<file path="config.mk">
export PLATFORM = sky130hd
export DESIGN_NAME = instr_fetch_unit_flat
export DESIGN_NICKNAME = d
export VERILOG_FILES = /design/src/rtl/instr_fetch_unit_if.sv /design/src/rtl/instr_fetch_unit.sv /design/src/flat_wrapper.sv
export SDC_FILE = /design/constraint.sdc
export NUM_CORES = 1
export LEC_CHECK = 0
export BUFFER_PORTS_ARGS = -buffer_cell sky130_fd_sc_hd__clkbuf_2
export CAP_MARGIN = 20
export CORE_ASPECT_RATIO = 1.75
export CORE_MARGIN = 2
export CORE_UTILIZATION = 51
export CTS_CLUSTER_SIZE = 25
export DETAILED_ROUTE_END_ITERATION = 16
export GPL_TIMING_DRIVEN = 1
export PLACE_DENSITY = 0.76
export SLEW_MARGIN = 20
export SYNTH_ARGS = -nofsm -noshare
export SYNTH_HDL_FRONTEND = slang
export SYNTH_SLANG_ARGS = --single-unit
</file>
<file path="constraint.sdc">
create_clock -name clk -period 3.35 [get_ports clk]
set_clock_uncertainty 0.15 [all_clocks]
set_input_delay 0.1675 -clock clk [delete_from_list [all_inputs] [get_ports clk]]
set_output_delay 0.1675 -clock clk [all_outputs]
set_load 0.1 [all_outputs]
</file>
<file path="src/rtl/instr_fetch_unit_if.sv">
// Instruction-memory read bus between the fetch unit (master) and instruction memory (slave).
// Requests use valid/ready; responses return in order with no backpressure.
interface instr_fetch_unit_if #(
    parameter int XLEN = 32
);
    logic            imem_req_valid;
    logic            imem_req_ready;
    logic [XLEN-1:0] imem_addr;
    logic            imem_rsp_valid;
    logic [31:0]     imem_rsp_data;

    modport master (
        output imem_req_valid, imem_addr,
        input  imem_req_ready, imem_rsp_valid, imem_rsp_data
    );

    modport slave (
        input  imem_req_valid, imem_addr,
        output imem_req_ready, imem_rsp_valid, imem_rsp_data
    );
endinterface

</file>
<file path="src/rtl/instr_fetch_unit.sv">
// Instruction fetch: PC, credit-limited imem requests, instruction FIFO, redirect flush.
// Optional macro FETCH_MISALIGN_TRAP_EN adds a FAULT state for misaligned redirect targets.
module instr_fetch_unit #(
    parameter int              XLEN       = 32,
    parameter logic [XLEN-1:0] RESET_PC   = '0,
    parameter int              FIFO_DEPTH = 2
) (
    input  logic                clk,
    input  logic                rst_n,
    instr_fetch_unit_if.master  imem,
    input  logic                pc_src,
    input  logic [XLEN-1:0]     branch_target,
    output logic                instr_valid,
    input  logic                instr_ready,
    output logic [31:0]         instr,
    output logic [XLEN-1:0]     instr_pc,
    output logic [6:0]          op,
    output logic [2:0]          funct3,
    output logic                funct7,
    output logic                instr_fault
);
    localparam int CW = $clog2(FIFO_DEPTH + 1);
    localparam int PW = (FIFO_DEPTH > 1) ? $clog2(FIFO_DEPTH) : 1;
    localparam logic [CW-1:0]   DEPTH_C = CW'(FIFO_DEPTH);
    localparam logic [PW-1:0]   LAST_C  = PW'(FIFO_DEPTH - 1);
    localparam logic [XLEN-1:0] STEP    = XLEN'(4);

`ifdef FETCH_MISALIGN_TRAP_EN
    typedef enum logic [1:0] {S_IDLE, S_FETCH, S_FLUSH, S_FAULT} state_e;
`else
    typedef enum logic [1:0] {S_IDLE, S_FETCH, S_FLUSH} state_e;
`endif

    state_e                          state_q;
    logic [XLEN-1:0]                 pc_q, pc_d;
    logic [XLEN-1:0]                 rsp_pc_q, rsp_pc_d;
    logic [CW-1:0]                   inflight_q, inflight_d;
    logic [CW-1:0]                   stale_q, stale_d;
    logic [CW-1:0]                   count_q, count_d;
    logic [PW-1:0]                   rd_q, rd_d;
    logic [PW-1:0]                   wr_q, wr_d;
    logic [FIFO_DEPTH-1:0][31:0]     data_q, data_d;
    logic [FIFO_DEPTH-1:0][XLEN-1:0] ipc_q, ipc_d;

    logic            accept, rsp, rsp_live, push, pop;
    logic [XLEN-1:0] tgt;
    logic [CW:0]     used;

    function automatic logic [PW-1:0] ptr_inc(input logic [PW-1:0] p);
        return (p == LAST_C) ? '0 : p + PW'(1);
    endfunction

`ifdef FETCH_MISALIGN_TRAP_EN
    logic tgt_bad;
    logic fault_q;
    assign tgt         = branch_target;
    assign tgt_bad     = branch_target[1:0] != 2'b00;
    assign instr_fault = fault_q;
`else
    assign tgt         = branch_target & ~XLEN'(3);
    assign instr_fault = 1'b0;
`endif

    assign rsp      = imem.imem_rsp_valid;
    assign rsp_live = rsp && (stale_q == '0);
    assign accept   = imem.imem_req_valid && imem.imem_req_ready;
    assign pop      = instr_valid && instr_ready && !pc_src;
    assign push     = rsp_live && !pc_src;

    // A slot freed by this cycle's pop is reusable immediately; this keeps a
    // two-entry buffer streaming at one instruction per cycle.
    assign used = {1'b0, inflight_q} + {1'b0, count_q} - {{CW{1'b0}}, pop};

    assign imem.imem_req_valid = (state_q == S_FETCH) && (stale_q == '0) &&
                                 (used < {1'b0, DEPTH_C});
    assign imem.imem_addr      = pc_q;

    assign instr_valid = count_q != '0;
    assign instr       = data_q[rd_q];
    assign instr_pc    = ipc_q[rd_q];
    assign op          = instr[6:0];
    assign funct3      = instr[14:12];
    assign funct7      = instr[30];

    always_comb begin
        pc_d       = pc_q;
        rsp_pc_d   = rsp_pc_q;
        inflight_d = inflight_q;
        stale_d    = stale_q;
        count_d    = count_q;
        rd_d       = rd_q;
        wr_d       = wr_q;
        data_d     = data_q;
        ipc_d      = ipc_q;
        if (pc_src) begin
            // Everything already in flight, including a request accepted right now,
            // will come back as stale and must be swallowed.
            pc_d       = tgt;
            rsp_pc_d   = tgt;
            count_d    = '0;
            rd_d       = '0;
            wr_d       = '0;
            inflight_d = '0;
            stale_d    = stale_q + inflight_q + CW'(accept) - CW'(rsp);
        end else begin
            if (accept) pc_d = pc_q + STEP;
            inflight_d = inflight_q + CW'(accept) - CW'(rsp_live);
            if (rsp && !rsp_live) stale_d = stale_q - CW'(1);
            if (push) begin
                data_d[wr_q] = imem.imem_rsp_data;
                ipc_d[wr_q]  = rsp_pc_q;
                wr_d         = ptr_inc(wr_q);
                rsp_pc_d     = rsp_pc_q + STEP;
            end
            if (pop) rd_d = ptr_inc(rd_q);
            count_d = count_q + CW'(push) - CW'(pop);
        end
    end

    always_ff @(posedge clk or negedge rst_n) begin
        if (!rst_n) begin
            pc_q       <= RESET_PC;
            rsp_pc_q   <= RESET_PC;
            inflight_q <= '0;
            stale_q    <= '0;
            count_q    <= '0;
            rd_q       <= '0;
            wr_q       <= '0;
            data_q     <= '0;
            ipc_q      <= '0;
        end else begin
            pc_q       <= pc_d;
            rsp_pc_q   <= rsp_pc_d;
            inflight_q <= inflight_d;
            stale_q    <= stale_d;
            count_q    <= count_d;
            rd_q       <= rd_d;
            wr_q       <= wr_d;
            data_q     <= data_d;
            ipc_q      <= ipc_d;
        end
    end

    always_ff @(posedge clk or negedge rst_n) begin
        if (!rst_n) begin
            state_q <= S_IDLE;
`ifdef FETCH_MISALIGN_TRAP_EN
            fault_q <= 1'b0;
`endif
        end else begin
`ifdef FETCH_MISALIGN_TRAP_EN
            if (pc_src) fault_q <= tgt_bad;
            if (pc_src && tgt_bad) begin
                state_q <= S_FAULT;
            end else
`endif
            if (pc_src) begin
                state_q <= (stale_d != '0) ? S_FLUSH : S_FETCH;
            end else begin
                case (state_q)
                    S_IDLE:  state_q <= S_FETCH;
                    S_FLUSH: if (stale_d == '0) state_q <= S_FETCH;
                    default: state_q <= state_q;
                endcase
            end
        end
    end
endmodule

</file>
<file path="src/flat_wrapper.sv">
// flat-port wrapper written by rule: the top's interface ports become plain ports
module instr_fetch_unit_flat 
#(
    parameter int              XLEN       = 32,
    parameter logic [XLEN-1:0] RESET_PC   = '0,
    parameter int              FIFO_DEPTH = 2
)
  (clk, rst_n, pc_src, branch_target, instr_valid, instr_ready, instr, instr_pc, op, funct3, funct7, instr_fault, imem_imem_req_valid, imem_imem_addr, imem_imem_req_ready, imem_imem_rsp_valid, imem_imem_rsp_data);
  instr_fetch_unit_if #(.XLEN(XLEN)) imem_i ();
  input  logic clk;
  input  logic rst_n;
  input  logic pc_src;
  input  logic [XLEN-1:0] branch_target;
  output logic instr_valid;
  input  logic instr_ready;
  output logic [31:0] instr;
  output logic [XLEN-1:0] instr_pc;
  output logic [6:0] op;
  output logic [2:0] funct3;
  output logic funct7;
  output logic instr_fault;
  output wire logic [$bits(imem_i.imem_req_valid)-1:0] imem_imem_req_valid;
  output wire logic [$bits(imem_i.imem_addr)-1:0] imem_imem_addr;
  input wire logic [$bits(imem_i.imem_req_ready)-1:0] imem_imem_req_ready;
  input wire logic [$bits(imem_i.imem_rsp_valid)-1:0] imem_imem_rsp_valid;
  input wire logic [$bits(imem_i.imem_rsp_data)-1:0] imem_imem_rsp_data;
  assign imem_imem_req_valid = imem_i.imem_req_valid;
  assign imem_imem_addr = imem_i.imem_addr;
  assign imem_i.imem_req_ready = imem_imem_req_ready;
  assign imem_i.imem_rsp_valid = imem_imem_rsp_valid;
  assign imem_i.imem_rsp_data = imem_imem_rsp_data;
  instr_fetch_unit #(.XLEN(XLEN), .RESET_PC(RESET_PC), .FIFO_DEPTH(FIFO_DEPTH)) u_core (.clk(clk), .rst_n(rst_n), .imem(imem_i), .pc_src(pc_src), .branch_target(branch_target), .instr_valid(instr_valid), .instr_ready(instr_ready), .instr(instr), .instr_pc(instr_pc), .op(op), .funct3(funct3), .funct7(funct7), .instr_fault(instr_fault));
endmodule
</file>
==> results of run 1 <==
flip-flops by register name, indices dropped and copies added (netlist names):
| name | flops |
|---|---|
| u_core.data_q | 64 |
| u_core.imem.imem_addr | 30 |
| u_core.wr_q | 1 |
| u_core.state_q | 2 |
| u_core.inflight_q | 2 |
| u_core.stale_q | 2 |
| u_core.rsp_pc_q | 30 |
| u_core.rd_q | 1 |
| u_core.count_q | 2 |
| u_core.ipc_q | 60 |
placed cells by master, fill, tap and decap left out, types with 14 or more instances in the layout:
cell type,count
a211oi_1,20
nand3_1,20
nor3_1,15
or4_1,14
nand4_1,17
buf_4,22
dfrtp_1,193
xnor2_1,15
o31ai_1,15
a31oi_1,14
nor4_1,19
clkbuf_16,17
nand2_1,31
mux2_2,196
inv_1,17
nor2_1,44
clkbuf_2,170
and4_1,19
dlygate4sd3_1,62
stage by stage:
stage	util, %	total power, uW	setup TNS, ns	hold WS, ns
global placement	57.5	10100	0	0.178
finish	63.9	12200	0	0.0729
detailed placement	57.5	10200	0	0.183
floorplan	-	9250	0	-0.278
global route	63.9	12700	-0.0220	0.103
CTS	63.8	12300	0	0.0652
power by group through the flow:
stage          Sequential, uW  Combinational (uW)  Clock (uW)
6_report                 3500                6710        2010
3_5_place_dp             3530                6660           0
4_1_cts                  3490                6740        2050
2_1_floorplan            3610                5640           0
3_3_place_gp             3490                6600           0
5_1_grt                  3590                6970        2150
path summary, 6_finish.rpt:
check                      cells past startpoint                        end         startpoint  slack (ns)
max                                           12          u_core.state_q[1]  u_core.count_q[1]        0.16
min                                            4  u_core.imem.imem_addr[31]  branch_target[31]        0.07
min reg2reg                                    1           u_core.ipc_q[47]   u_core.ipc_q[47]        0.35
min in group asynchronous                      2   u_core.imem.imem_addr[5]              rst_n        0.25
max in group asynchronous                      3          u_core.data_q[13]              rst_n        2.02
max reg2reg                                   12          u_core.state_q[1]  u_core.count_q[1]        0.16
Yosys cell counts, types with 13 or more instances:
cell / count / area [um^2]
nor2_1: 44 / 165
nand3_1: 20 / 100
xnor2_1: 15 / 131
o31ai_1: 15 / 113
buf_4: 17 / 128
xor2_1: 13 / 114
nand2_1: 32 / 120
a31oi_1: 14 / 87.6
a211oi_1: 20 / 150
or4_1: 14 / 105
mux2_2: 196 / 2210
nor3_1: 17 / 85.1
nor4_1: 19 / 119
clkbuf_1: 34 / 128
dfrtp_1: 194 / 4850
nand4_1: 17 / 106
inv_1: 18 / 67.6
and4_1: 19 / 166
worst max-delay path: cells and delay by family, from the launching register on:
kind | cells | cell delay, ns
flip-flops | 1 | 0.39
AND/OR/NAND/NOR | 3 | 0.38
XOR/XNOR | 2 | 0.31
buffers and inverters | 2 | 0.27
adder cells (fa/ha/maj) | 2 | 0.92
AO/OA/AOI/OAI | 3 | 0.66
area by class of cell:
| class | instances | share of cell area, % |
|---|---|---|
| Clock buffer | 18 | 3.61 |
| Sequential cell | 194 | 40.0 |
| Timing Repair Buffer | 261 | 14.6 |
| Inverter | 18 | 0.556 |
| Tap cell | 241 | 2.48 |
| Clock inverter | 14 | 1.16 |
| Multi-Input combinational cell | 557 | 37.7 |
metal layers:
metal  share of wire (%)  vias to the layer above
met5                   0                        -
met4                 2.4                        0
met3                 4.3                       32
met2                  54                      256
met1                  39                     3771
li1                    -                     3484
kinds of logic (layout without fill, tap and decap cells):
kind of cell,after synthesis,count (layout),synth area share (%)
flip-flops,194,194,49.6
adder cells (fa/ha/maj),11,11,1.56
buffers and inverters,85,311,4.01
XOR/XNOR,28,28,2.50
other,1,5,0.0383
multiplexers,201,201,23.0
AO/OA/AOI/OAI,91,91,6.54
AND/OR/NAND/NOR,221,221,12.7
timing repair:
action | 4_1_cts | 5_1_grt
setup buffers | 0 | 1
hold buffers | 62 | 0
endpoints found under the setup margin | 0 | 7
hold endpoints to repair | 214 | 0
gates resized for setup | 0 | 4
==> impl_results.md, run 1 <==
* Clock slew at reported path FFs at 0.08 ns
* FFs w/ async S/R, synth at 100%
* H-Tree Depth at 4
* Fraction of final layout cells sized beyond drive strength 1 at 41.1%
* Data required, critical path at 3.52 ns
* Ys Warns at 0
* Post-DP Area at between 10,000 and 15,000 um^2
* Met3 Resource Use GR at 3.03%
* Cell Area, Synth at 9790 um^2
* Busiest metal layer after global routing: met2
* Vias per cell at between 5 and 6
* Footprint of the multi-input gates at 4580 um^2
* Worst hold path type: input port to register
* Worst-path cell chain: o21ai_2 > buf_4 > nor3_2 > buf_4 > fa_1 > and4b_1 > nand3_1 > fa_1 > xor2_1 > xnor2_1 > a21oi_1 > o32a_1
* Setup CP Type: register to register
* Worst vdd ir at 0.000997 V
* Max-slew violation count at 0
* CP arrival at 3.36 ns
* Initial antenna violation count at 0
* Full die area at 20,400 um^2
* GR Overflow Total at 0
* Slowest cell delay on critical path at 0.52 ns
* Placed cells at between 1,000 and 1,500
* CTS Sinks at between 150 and 200
* Area Overhead vs Synth at 24.1%
* Clock latency on the worst-skew pair at between 0.4 and 0.5 ns
* Filler instances at approximately 1,500
* Non-filler cells, final at 1,303
* P_leak at 0.00550 uW
* First-pass GRT wire length at 38.1 mm
* Top_reg_cell synth: dfrtp_1
* Final Hold Fails at 0
* Pint at 5650 uW
* Vias at about 7,500
* DRC at 0
* Sequential Area at 4860 um^2
* Gpl congestion at around 0.85
* Initial core utilization at 51.5%
* Clock Tree Buf Depth at 2
* Final setup vio count at 0
* Root Buffer Master: clkbuf_16
* 1st-pass router iterations at 5
* Chip height at 187 um
* Seq pwr share at 28.6%
* Tcrit/Tclk final at between 90% and 100%
* All-layer global routing usage at 23.7%
* Max_cap viols at 0
* Syn Area/Cell at 11.8 um^2
* Minimum clock period at ~3.2 ns
* Worst-path maximum fanout at 3
* Number of global-route vias before repair at 7,608
* Core Area at roughly 19,000 um^2
* Slew headroom at 42.5%
* Worst setup margin at ~0.16 ns
* FP Rows at between 60 and 70
* Number of flops mapped to enable cells by yosys at 0
* Switching share of power at 53.8%
* Nets at ~1,100
* Outcome: complete, no violations
* Mapped Cells at 832
* Design area at 12,200 um^2
* IO Count at 180
* Port bufs at between 150 and 200
* Largest net degree at the start of global routing at 102
* Switching power at 6570 uW
* N_diodes at 0
* Drt first-iter violations at 385
* Worst Setup End Kind: register
* CTS buffer count at 17
* Met1 GRT Util at between 20% and 30%
* Routed WL per cell at roughly 18 um
* Synth cell types at 50
* Achievable clock frequency at between 300 and 400 MHz
* Power Dens Cells at 1010 nW/um^2
* Final WL at 23.6 mm
* GR Util met2 at 42.9%
* CTS tree: built
* DP HPWL at 16.1 mm
* Seq cells post-synth at 194
* Register area share after synthesis at 49.6%
* Worst slack, placed at between 0.05 and 0.06 ns
* CP startpoint kind: register
* Worst path slowest cell: fa_1
* Antenna viol nets, final at 0
* Die Width at 109 um
* Slew @ Worst Pin at 0.863 ns
* Clk pwr share at 16.5%
* Combinational share of power at approximately 55%
(Power assumes the default switching activity.)
==> inputs of run 2 (changes only) <==
--- a/config.mk
+++ b/config.mk
@@ -9,11 +9,11 @@
 export CAP_MARGIN = 20
 export CORE_ASPECT_RATIO = 1.75
 export CORE_MARGIN = 2
-export CORE_UTILIZATION = 51
+export CORE_UTILIZATION = 55
 export CTS_CLUSTER_SIZE = 25
 export DETAILED_ROUTE_END_ITERATION = 16
 export GPL_TIMING_DRIVEN = 1
-export PLACE_DENSITY = 0.76
+export PLACE_DENSITY = 0.78
 export SLEW_MARGIN = 20
 export SYNTH_ARGS = -nofsm -noshare
 export SYNTH_HDL_FRONTEND = slang
==> constraint.sdc (replaced) <==
create_clock -name clk -period 3.1 [get_ports clk]
set_clock_uncertainty 0.15 [all_clocks]
set_input_delay 0.155 -clock clk [delete_from_list [all_inputs] [get_ports clk]]
set_output_delay 0.155 -clock clk [all_outputs]
set_load 0.1 [all_outputs]
==> impl_results.md, run 2 (same netlist as run 1, synthesis figures left out) <==
* Pint at 6310 uW (+12%)
* Final Total Pwr at 13,400 uW (+9.8%)
* Achievable clock frequency at 313 MHz (-0.12%)
* Nets at 1,138 (+0.71%)
* P_leak at 0.00556 uW (+1.0%)
* Area Overhead vs Synth at 25.7%
* Outcome: complete, but fails checks
* R2r startpoint: u_core.count_q[1]
* Chip height at 181 um (-3.6%)
* Clock slew at reported path FFs at 0.07 ns (about the same)
* Initial antenna violation count at 0 (unchanged)
* Antenna viol nets, final at 0 (unchanged)
* Fraction of final layout cells sized beyond drive strength 1 at 42.6% (+1.5 points)
* Gpl congestion at 0.903 (+6.1%)
* DRC at 0 (unchanged)
* RSZ-0062 raised after global routing: true
* Slew headroom at 51.8% (+9.3 points)
* Routed WL per cell at 18.6 um (+2.6%)
* FF-to-FF path depth at 12 (unchanged)
* Setup CP Type: register to register
* Most common cell after layout, fill and taps aside: mux2_2
* Seq pwr share at 28.2% (-0.4 points)
* CTS buffer count at 17 (unchanged)
* Root Buffer Master: clkbuf_16
* Regs by FF count: u_core.data_q x64, u_core.ipc_q x60
* DP HPWL at 16.1 mm (-0.35%)
* Clock Tree Buf Depth at 2 (unchanged)
* Power Dens Cells at 1090 nW/um^2 (+8.4%)
* CTS Sinks at 194 (unchanged)
* Data required, critical path at 3.27 ns (-0.25 ns)
* Failing checks: setup timing
* Port bufs at 172 (unchanged)
* Hold Slack at 0.0836 ns (+0.0107 ns)
* Drt first-iter violations at 463 (+20%)
* All-layer global routing usage at 26.1% (+2.4 points)
* FF-to-FF setup slack at -0.09 ns (-0.25 ns)
* IO Count at 180 (unchanged)
* Hold_sp: instr_ready
* Filler instances at 1,285 (-12%)
* CP startpoint kind: register
* Met1 wire length at 9.37 mm (+1.4%)
* Worst-path maximum fanout at 3 (unchanged)
* CTS tree: built
* Commonest non-fill, non-tap cells in the layout: mux2_2 (196), dfrtp_1 (193), clkbuf_2 (170)
* Metal2 WL at 12.9 mm (+1.5%)
* Die Width at 105 um (-3.6%)
* Switching power at 7110 uW (+8.2%)
* Clock latency on the worst-skew pair at 0.43 ns (about the same)
* Combinational share of power at 55.2% (+0.3 points)
* Tcrit/Tclk final at 103% (+7.8 points)
* 1st-pass router iterations at 6 (+1)
* Final setup vio count at 4 (+4)
* Clk pwr share at 16.6% (about the same)
* Number of global-route vias before repair at 8,047 (+5.8%)
* Final Hold Fails at 0 (unchanged)
* Final WL at 24.1 mm (+2.3%)
* Max-slew violation count at 0 (unchanged)
* Slew @ Worst Pin at 0.717 ns (-0.145 ns)
* Minimum clock period at 3.19 ns (+0.00394 ns)
* Worst Setup End Kind: register
* First-pass GRT wire length at 40.0 mm (+4.9%)
* N_diodes at 0 (unchanged)
* Worst vdd ir at 0.000806 V (-19%)
* Initial core utilization at 56.1% (+4.6 points)
* Worst min-delay path endpoint: u_core.rd_q
* Max_cap viols at 0 (unchanged)
* Core Area at 17,500 um^2 (-8.3%)
* Metal3 WL at 1.11 mm (+8.6%)
* Vias per cell at 5.87 (+1.4%)
* GR Overflow Total at 0 (unchanged)
* Top Metal Used: met4
* FP Rows at 64 (-4.5%)
* Hold Path Depth at 5 (+1)
* H-Tree Depth at 4 (unchanged)
* CP arrival at 3.36 ns (about the same)
* Switching share of power at 53.0% (-0.75 points)
* Largest net degree at the start of global routing at 72 (-29%)
* Full die area at 18,900 um^2 (-7.1%)
* Worst setup margin at -0.0942 ns (-0.254 ns)
* Max reg flops at 64 (unchanged)
* Largest Register: u_core.data_q
* Worst slack, placed at -0.0440 ns (-0.103 ns)
* Vias at 7,622 (+1.0%)
* Worst hold path type: input port to register
* Reg2reg end: u_core.state_q[1]
==> run 2: cell count changes in the layout (fill, tap and decap cells not counted), sizes merged <==
cell      before  now
inv           25   20
clkinv         5    4
clkinvlp       1    2
buf           28   36
bufinv         1    3
clkbuf       189  190
==> run 2: metal layers <==
layer | vias to the layer above | track usage [%]
li1 | 3499 | -
met1 | 3817 | 30.5
met2 | 267 | 47.1
met3 | 39 | 3.94
met4 | 0 | 11.6
met5 | - | 0
==> run 2: worst max-delay path, stage by stage (launching register included) <==
cell and delay (ns):
dfrtp_1 0.39, o21ai_2 0.22, nor2_2 0.06, nor2_1 0.14, o21ai_2 0.08, fa_1 0.59
and4b_1 0.25, nand3_2 0.10, fa_2 0.39, xor2_2 0.17, xnor2_2 0.16, a21oi_2 0.08
o32a_1 0.30
==> run 2: per-stage QoR <==
stage	utilization [%]	TNS [ns]	instance area, um^2	std cells
2_1_floorplan	-	-0.0263	9830	836
3_3_place_gp	63.0	0	11000	1204
3_5_place_dp	63.0	-0.0673	11000	1204
4_1_cts	70.0	0	12200	1296
5_1_grt	70.5	-1.04	12300	1299
6_report	70.5	-0.298	12300	1299
==> run 2: power by group through the flow <==
stage | clock network (uW) | registers, uW | logic (uW)
global placement | 0 | 3760 | 7200
finish | 2220 | 3790 | 7410
floorplan | 0 | 3900 | 6100
global route | 2370 | 3890 | 7670
CTS | 2260 | 3770 | 7360
detailed placement | 0 | 3820 | 7270
==> run 2: area by class of cell <==
| type | count | area [um^2] | area share [%] |
|---|---|---|---|
| Clock buffer | 19 | 433 | 3.52 |
| Clock inverter | 11 | 158 | 1.28 |
| Inverter | 18 | 67.6 | 0.549 |
| Multi-Input combinational cell | 557 | 4650 | 37.8 |
| Sequential cell | 194 | 4860 | 39.4 |
| Tap cell | 231 | 289 | 2.35 |
| Timing Repair Buffer | 269 | 1850 | 15.1 |
==> run 2: worst max-delay path by stage <==
| stage | from | to |
|---|---|---|
| 2_1_floorplan | pc_src | u_core.state_q[1] |
| 3_3_place_gp | u_core.count_q[0] | u_core.state_q[1] |
| 3_5_place_dp | u_core.count_q[0] | u_core.state_q[1] |
| 4_1_cts | u_core.count_q[0] | u_core.state_q[1] |
| 5_1_grt | u_core.count_q[1] | u_core.state_q[1] |
| 6_report | u_core.count_q[1] | u_core.state_q[1] |
==> run 2: timing repair <==
action                                  4_1_cts  5_1_grt
pin swaps                                     1       16
hold endpoints to repair                    186        0
resized for setup                             2       16
hold buffers                                 62        0
endpoints found under the setup margin        3        9
buffers inserted                              0        3
==> inputs of run 3 (changes only) <==
--- a/config.mk
+++ b/config.mk
@@ -5,6 +5,7 @@
 export SDC_FILE = /design/constraint.sdc
 export NUM_CORES = 1
 export LEC_CHECK = 0
+export ABC_AREA = 1
 export BUFFER_PORTS_ARGS = -buffer_cell sky130_fd_sc_hd__clkbuf_2
 export CAP_MARGIN = 20
 export CORE_ASPECT_RATIO = 1.75
==> impl_results.md, run 3 <==
* Worst hold path type: input port to register
* Nets at 1,683 (+48%)
* Minimum clock period at 2.96 ns (-0.236 ns)
* Routed WL per cell at 14.7 um (-21%)
* CTS buffer count at 17 (unchanged)
* Setup TNS at 0 ns (+0.298 ns)
* Cell Area, Synth at 10,300 um^2 (+5.5%)
* CP startpoint kind: register
* Power Dens Cells at 1080 nW/um^2 (-0.75%)
* Vias per cell at 5.20 (-11%)
* IO Count at 180 (unchanged)
* Initial antenna violation count at 0 (unchanged)
* Placed cells at 1,755 (+46%)
* Slew @ Worst Pin at 0.810 ns (+0.0922 ns)
* Max reg flops at 64 (unchanged)
* GR Overflow Total at 0 (unchanged)
* Worst Setup End Kind: register
* Full die area at 19,900 um^2 (+5.3%)
* N_diodes at 0 (unchanged)
* FFs w/ async S/R, synth at 100% (unchanged)
* Seq cells post-synth at 194 (unchanged)
* Gpl congestion at 0.921 (+2.0%)
* Setup CP Type: register to register
* Area Overhead vs Synth at 21.7%
* Chip height at 185 um (+2.6%)
* Worst vdd ir at 0.000919 V (+14%)
* CTS Sinks at 194 (unchanged)
* Non-filler cells, final at 1,853 (+43%)
* Regs by FF count: u_core.data_q x64, u_core.ipc_q x60
* Largest net degree at the start of global routing at 125 (+74%)
* Ys Warns at 0 (unchanged)
* First-pass GRT wire length at 44.0 mm (+10%)
* Area leader, netlist: dfrtp_1
* Core Area at 18,500 um^2 (+6.0%)
* RSZ-0062 raised after global routing: true
* H-Tree Depth at 4 (unchanged)
* Clock latency on the worst-skew pair at 0.43 ns (about the same)
* Final setup vio count at 0 (-4)
* DRC at 0 (unchanged)
* Commonest cells in the netlist: nand2_1 (588), dfrtp_1 (194), o21ai_0 (151)
* 1st-pass router iterations at 5 (-1)
* Max-slew violation count at 0 (unchanged)
* Synth cell types at 36 (-28%)
* Top-count cell post-synth: nand2_1
* Slew headroom at 46.0% (-5.8 points)
* Worst-path maximum fanout at 3 (unchanged)
* Antenna viol nets, final at 0 (unchanged)
* Top_reg_cell synth: dfrtp_1
* Commonest non-fill, non-tap cells in the layout: nand2_1 (585), dfrtp_1 (193), clkbuf_2 (170)
* Tcrit/Tclk final at 95.4% (-7.6 points)
* CTS tree: built
* Max_cap viols at 0 (unchanged)
* DP HPWL at 19.1 mm (+19%)
* Die Width at 108 um (+2.6%)
* Vias at 9,641 (+26%)
* Syn Area/Cell at 7.39 um^2 (-37%)
* Clock Tree Buf Depth at 2 (unchanged)
* CP arrival at 3.14 ns (-0.22 ns)
* Initial core utilization at 55.9% (-0.25 points)
* FP Rows at 66 (+3.1%)
* Achievable clock frequency at 338 MHz (+8.0%)
* Largest Register: u_core.data_q
* Root Buffer Master: clkbuf_16
* Port bufs at 172 (unchanged)
* P_leak at 0.00654 uW (+18%)
* All-layer global routing usage at 28.1% (+2.0 points)
* Fraction of final layout cells sized beyond drive strength 1 at 16.0% (-27 points)
* Drt first-iter violations at 719 (+55%)
* Number of flops mapped to enable cells by yosys at 0 (unchanged)
* Mapped Cells at 1,399 (+68%)
* Register area share after synthesis at 47.0% (-2.6 points)
* Outcome: complete, no violations
* Most common cell after layout, fill and taps aside: nand2_1
* Final WL at 27.3 mm (+13%)
* Number of global-route vias before repair at 9,327 (+16%)
* Final Hold Fails at 0 (unchanged)
* Yosys top cell area share at 47.0% (-2.6 points)
* Clock slew at reported path FFs at 0.08 ns (about the same)
* Data required, critical path at 3.28 ns (about the same)
* Area contributors post-synth: dfrtp_1 (47%), nand2_1 (21%), o21ai_0 (7.3%), inv_1 (4.5%), nor2_1 (3.6%)
[run 3: changes by cell type after synthesis, moves of 12 or more]
cell      change
nor3_1       -17
a211oi_1     -20
nor2_1       +54
o31ai_1      -14
nor4_1       -19
mux2_2      -196
nand3_1      +38
o21ai_0     +142
and4_1       -19
or4_1        -14
xor2_1       +18
a31oi_1      -12
inv_1       +107
nand2_1     +556
[run 3: layer usage]
layer | GRT usage, % | part of all wire (%) | up-vias
li1 | - | - | 4738
met1 | 32.5 | 39 | 4523
met2 | 50.7 | 52 | 311
met3 | 2.96 | 3.8 | 69
met4 | 14.5 | 4.8 | 0
met5 | 0 | 0 | -
[run 3: critical path, stage by stage (launching register included)]
cell	delay (ns)
dfrtp_1	0.38
inv_2	0.08
nand2_8	0.06
nand2_4	0.05
nor2_4	0.13
inv_2	0.06
nand2_2	0.05
nand3_2	0.06
fa_1	0.49
inv_2	0.04
nor3_4	0.21
nand3_4	0.11
fa_2	0.39
xnor2_1	0.16
o21ai_1	0.09
nand3_2	0.10
nand4_1	0.08
nand2_1	0.09
inv_1	0.04
[run 3: through the flow]
step	util, %	total power [uW]	hold WS, ns	setup slack, ns	instance area [um^2]
after floorplan	-	10200	-0.291	0.0413	10400
after global placement	60.9	11100	0.0937	0.152	11300
after detailed placement	60.9	11200	0.107	0.0521	11300
after CTS	67.7	13600	0.0934	0.0297	12500
after global routing	68.0	14300	0.165	-0.114	12600
final	68.0	13600	0.0988	0.142	12600
[run 3: what timing repair did]
| action | CTS | global route |
|---|---|---|
| hold endpoints to repair | 209 | 0 |
| endpoints found under the setup margin | 0 | 23 |
| gates resized for setup | 0 | 13 |
| setup buffers | 0 | 2 |
| hold buffers | 64 | 0 |
[run 3: cell type report]
cell class	count	area (um^2)
Clock buffer	19	453
Tap cell	238	298
Clock inverter	13	164
Inverter	130	488
Timing Repair Buffer	250	1670
Multi-Input combinational cell	1009	4640
Sequential cell	194	4860
Fill cell	1642	5930
[run 3: path summary, 6_finish.rpt]
| kind | slack, ns | end | start | cells past startpoint |
|---|---|---|---|---|
| setup / recovery | 0.14 | u_core.state_q[1] | u_core.count_q[1] | 18 |
| hold / removal | 0.1 | u_core.rsp_pc_q[10] | imem_imem_rsp_valid | 4 |
| setup reg to reg | 0.14 | u_core.state_q[1] | u_core.count_q[1] | 18 |
| hold reg to reg | 0.33 | u_core.ipc_q[5] | u_core.ipc_q[5] | 2 |
| max in group asynchronous | 1.83 | u_core.rsp_pc_q[27] | rst_n | 3 |
| min in group asynchronous | 0.20 | u_core.rd_q | rst_n | 2 |
[run 3: power by group]
| group | leakage (uW) | switching [uW] | internal (uW) |
|---|---|---|---|
| registers | 0.00247 | 595 | 3430 |
| logic | 0.00378 | 5990 | 1290 |
| clock network | 0.000297 | 1020 | 1260 |
[run 3: logic make-up after synthesis]
group / count (synthesis) / synth area share (%)
buffers and inverters: 200 / 8.80
flip-flops: 194 / 47.0
other: 1 / 0.0363
XOR/XNOR: 37 / 3.14
AO/OA/AOI/OAI: 181 / 9.19
AND/OR/NAND/NOR: 775 / 30.4
adder cells (fa/ha/maj): 11 / 1.48
